$ cat src/rtl/dmem_responder.sv
// dmem_responder: handshaked word-wide data memory for the multicycle CPU's
// MEM phase. Accepts one request at a time, waits WAIT cycles, performs the
// access, then pulses ack for one cycle with rdata valid alongside it.
// Optional feature macro: DMEM_ERR_EN adds an err output. Requests whose
// upper address bits are non-zero then skip the storage access and return
// 16'hDEAD. Without the macro, upper address bits are ignored and addresses
// wrap modulo the storage depth.
// ADDR_W is expected to be in 1..15 and WAIT in 0..15.

module dmem_responder #(
   parameter int ADDR_W = 8,
   parameter int WAIT   = 2
) (
   input  logic        clk,
   input  logic        rst,
   input  logic        req,
   input  logic        we,
   input  logic [15:0] addr,
   input  logic [15:0] wdata,
   output logic        ready,
   output logic        ack,
   output logic [15:0] rdata
`ifdef DMEM_ERR_EN
   ,
   output logic        err
`endif
);

   localparam logic [1:0] S_IDLE = 2'd0;
   localparam logic [1:0] S_BUSY = 2'd1;
   localparam logic [1:0] S_RESP = 2'd2;
   localparam int         DEPTH  = 1 << ADDR_W;

   logic [1:0]        state;
   logic [3:0]        cnt;
   logic              lat_we;
   logic [ADDR_W-1:0] lat_addr;
   logic [15:0]       lat_wdata;
   logic              lat_oob;
   logic              access;
   logic              oob_in;

   logic [15:0]       mem [DEPTH];

`ifdef DMEM_ERR_EN
   // Out-of-range requests are flagged at accept time and never touch storage.
   assign oob_in = (addr >> ADDR_W) != 16'h0000;
`else
   // Upper address bits are intentionally ignored so addresses alias.
   logic unused_upper;
   assign oob_in       = 1'b0;
   assign unused_upper = ^addr[15:ADDR_W];
`endif

   // The access happens on the last BUSY cycle, once the wait count is spent.
   assign access = (state == S_BUSY) && (cnt == 4'd0);

   // Handshake outputs decode directly from the state register.
   assign ready = (state == S_IDLE);
   assign ack   = (state == S_RESP);
`ifdef DMEM_ERR_EN
   assign err   = ack && lat_oob;
`endif

   // Control FSM: latch the request, count wait states, capture read data.
   always_ff @(posedge clk) begin
      if (!rst) begin
         state   <= S_IDLE;
         cnt     <= 4'd0;
         rdata   <= 16'h0000;
         lat_oob <= 1'b0;
      end else begin
         case (state)
            S_IDLE: begin
               if (req) begin
                  lat_we    <= we;
                  lat_addr  <= addr[ADDR_W-1:0];
                  lat_wdata <= wdata;
                  lat_oob   <= oob_in;
                  cnt       <= 4'(WAIT);
                  state     <= S_BUSY;
               end
            end
            S_BUSY: begin
               if (cnt != 4'd0) begin
                  cnt <= cnt - 4'd1;
               end else begin
                  state <= S_RESP;
                  if (lat_oob) begin
                     rdata <= 16'hDEAD;
                  end else if (lat_we) begin
                     rdata <= lat_wdata;
                  end else begin
                     rdata <= mem[lat_addr];
                  end
               end
            end
            S_RESP: begin
               state <= S_IDLE;
            end
            default: begin
               state <= S_IDLE;
            end
         endcase
      end
   end

   // Storage write port; reset suppresses a pending write and never clears contents.
   always_ff @(posedge clk) begin
      if (rst && access && lat_we && !lat_oob) begin
         mem[lat_addr] <= lat_wdata;
      end
   end

endmodule

$ cat config.mk
export PLATFORM = sky130hd
export DESIGN_NAME = dmem_responder
export DESIGN_NICKNAME = d
export VERILOG_FILES = /design/src/rtl/dmem_responder.sv
export SDC_FILE = /design/constraint.sdc
export NUM_CORES = 2
export LEC_CHECK = 0
export CAP_MARGIN = 10
export CORE_ASPECT_RATIO = 1.4
export CORE_MARGIN = 2
export CORE_UTILIZATION = 25
export DETAILED_ROUTE_END_ITERATION = 8
export GPL_ROUTABILITY_DRIVEN = 0
export PLACE_DENSITY = 0.37
export SLEW_MARGIN = 20
export SYNTH_ARGS = -nofsm -noshare
export SYNTH_HDL_FRONTEND = slang
export SYNTH_SLANG_ARGS = --single-unit
$ cat constraint.sdc
create_clock -name clk -period 4.4 [get_ports clk]
set_clock_uncertainty 0.05 [all_clocks]
set_input_delay 0.88 -clock clk [delete_from_list [all_inputs] [get_ports clk]]
set_output_delay 0.88 -clock clk [all_outputs]
set_load 0.02 [all_outputs]
==> results.yml <==
outcome:
  status: "finished with violations"
  violations: "antenna rules"
drt:
  drt-pass1-iter-count: 5
  route.detailed.drc: 0
  viasPerCell: 4.69
  ant_nets: 1
  wirelength_mm: 550
  drt-initial-drc-count: 7709
  wl_per_cell_um: 32.9
  dr_total_vias: 78400
synthesis:
  avgSynthCellArea_sq_um: 22.5
  synth_commonest_cells: "4121 x edfxtp_1, 1002 x mux4_2, 325 x mux2i_1"
  async_reset_ff_share_pct: 0
  synthesis.nets: 7150
  synth_edf_count: 4121
  yosysMostFrequentCell: "edfxtp_1"
  synth_cells: 7112
  synth.area.top_cells: "edfxtp_1 77%, mux4_2 14%, mux2i_1 2.0%, nor2_1 0.76%, a22oi_1 0.65%"
  yosysWarningCount: 0
  ys_ff_latch: 4143
  synth_top_area_cell: "edfxtp_1"
  syn_area_sq_um: 160000
  synthDistinctLibCells: 75
  yosys.area.top_type_share_pct: 77.5
  seq_area_frac_synth_pct: 77.8
  ys.flop_type: "edfxtp_1"
floorplanning:
  start_util_pct: 25.1
  dieWidth_um: 680
  placementRows: 347
  dieHeight_um: 950
  core_sq_um: 637000
  die-area_sq_um: 645000
  io_pins: 54
layout:
  finalNonFillerCells: 16700
  syn_to_final_growth_pct: 20.5
  drive_gt1_share_pct: 32.4
  utilization_pct: 30.2
  fin_nets: 8003
  final_area_sq_um: 192000
sta:
  fmax_ghz: 0.238
  rsz0062_at_grt: "no"
  finalHoldViolCount: 0
  tightestPinTransition_ns: 1.23
  setup_viol: 0
  slew_headroom_pct: 17.7
  slew_viol_final: 0
  finalCritPeriodShare_pct: 95.6
  fin_crit_ns: 4.21
worst_setup_path:
  critPathCaptureType: "register"
  worstPathRequired_ns: 5.27
  worst-endpoint-arrival_ns: 5.08
  cp_max_fo: 9
  crit_type: "register to register"
  r2r_slack_ns: 0.19
  start_kind: "register"
cts:
  cts_setup_buffers: 0
  postCtsHoldBufs: 0
  cts_sinks: 4143
  cts_buffers: 430
  clock_path_buffers: 4
  clk_latency_ns: 1.04
  cts_resized: 0
  path_clk_slew_ns: 0.06
  cts_tree: "yes"
  cts_htree_levels: 5
  clockRootBuffer: "clkbuf_16"
placement:
  hpwl_mm: 354
  dpl_cell_area_sq_um: 178000
  dp_cells: 15900
  port_buffers: 45
grt:
  grt_max_degree: 158
  antenna_found_initial: 57
  grt_pass1_wl_mm: 742
  gr-total-overflow: 0
  track_usage_pct: 16.7
  first_global_vias: 82200
pwr:
  ir_drop_mv: 0.324
  power.density_nw_per_um2: 439
  leakage_nw: 59.3
hold_path:
  hp-class: "input port to register"
flow_run:
  maxCapViolCount: 0
power breakdown:
| part | leakage [nW] | switching (mW) | internal [mW] |
|---|---|---|---|
| Combinational | 15.3 | 2.79 | 1.41 |
| Clock | 6.79 | 16.0 | 20.7 |
| Sequential | 37.2 | 0.101 | 43.3 |
| Total | 59.3 | 18.9 | 65.5 |
critical path, stage by stage, from the launching register on:
cell      delay (ns)
edfxtp_1        0.38
buf_12          0.20
buf_12          0.15
buf_4           0.24
buf_4           0.27
mux4_2          0.53
a22oi_1         0.25
o211ai_1        0.43
o21ai_0         0.65
buf_4           0.21
nand4_1         0.19
buf_4           0.23
a221o_1         0.29
metal layers:
layer	vias to the layer above	GRT usage, %	part of all wire, %
li1	32000	-	-
met2	2012	30.2	52
met3	626	2.03	4.2
met4	2	5.10	3.5
met5	-	0	0.0024
met1	43700	20.9	40
metrics by stage:
| stage | worst slack [ns] | hold slack [ns] | setup TNS (ns) | power, mW |
|---|---|---|---|---|
| floorplan | -0.0282 | 0.407 | -0.0494 | 46.4 |
| global placement | 0.0201 | 0.451 | 0 | 48.5 |
| detailed placement | 0.226 | 0.435 | 0 | 48.6 |
| CTS | 0.211 | 0.231 | 0 | 85.5 |
| global route | 0.205 | 0.305 | 0 | 86.9 |
| finish | 0.192 | 0.354 | 0 | 84.4 |
registers in the layout, indices dropped and copies added, names as in the netlist:
register and flops:
cnt 4, lat_addr 8, lat_wdata 16, lat_we 1
mem 4096, rdata 16, state 2
layout make-up:
class | count | area (sq um)
repair buffers | 829 | 10000
fillers | 61300 | 445000
well taps | 8376 | 10500
flip-flops and latches | 4143 | 124000
diodes | 28 | 70.1
multi-input cells | 2548 | 33600
clock buffers | 525 | 11200
clock inverters | 275 | 2720
inverters | 13 | 55.1
kinds of logic (layout without fill, tap and decap cells):
group / Yosys count / in the layout / synth area share [%]
flip-flops: 4143 / 4143 / 77.8
multiplexers: 1358 / 1358 / 16.4
AND/OR/NAND/NOR: 651 / 651 / 1.83
AO/OA/AOI/OAI: 535 / 535 / 2.31
buffers and inverters: 421 / 1642 / 1.63
adder cells (fa/ha/maj): 2 / 2 / 0.0157
XOR/XNOR: 2 / 2 / 0.0110
other: 0 / 28 / 0
cells in the final DEF (no fill, tap or decap), types with 32 or more instances in the layout:
master / count
nand2_1: 94
edfxtp_1: 4121
o22ai_1: 78
bufinv_16: 43
clkbuf_1: 90
clkinv_1: 96
nor2_2: 221
mux2i_1: 325
buf_4: 491
nand3_1: 58
clkinv_2: 90
clkbuf_16: 435
o21ai_0: 44
nor2_1: 100
a22oi_1: 138
buf_12: 289
clkdlybuf4s50_1: 45
mux4_2: 1002
a21oi_1: 93
nor3_1: 32
final timing paths:
path	startpoint	to	cells after the start
worst max register to register	lat_addr[0]	rdata[14]	12
worst min register to register	cnt[0]	cnt[0]	2
worst max-delay path	lat_addr[0]	rdata[14]	12
worst min-delay path	wdata[7]	lat_wdata[7]	1
(Power assumes the default switching activity.)
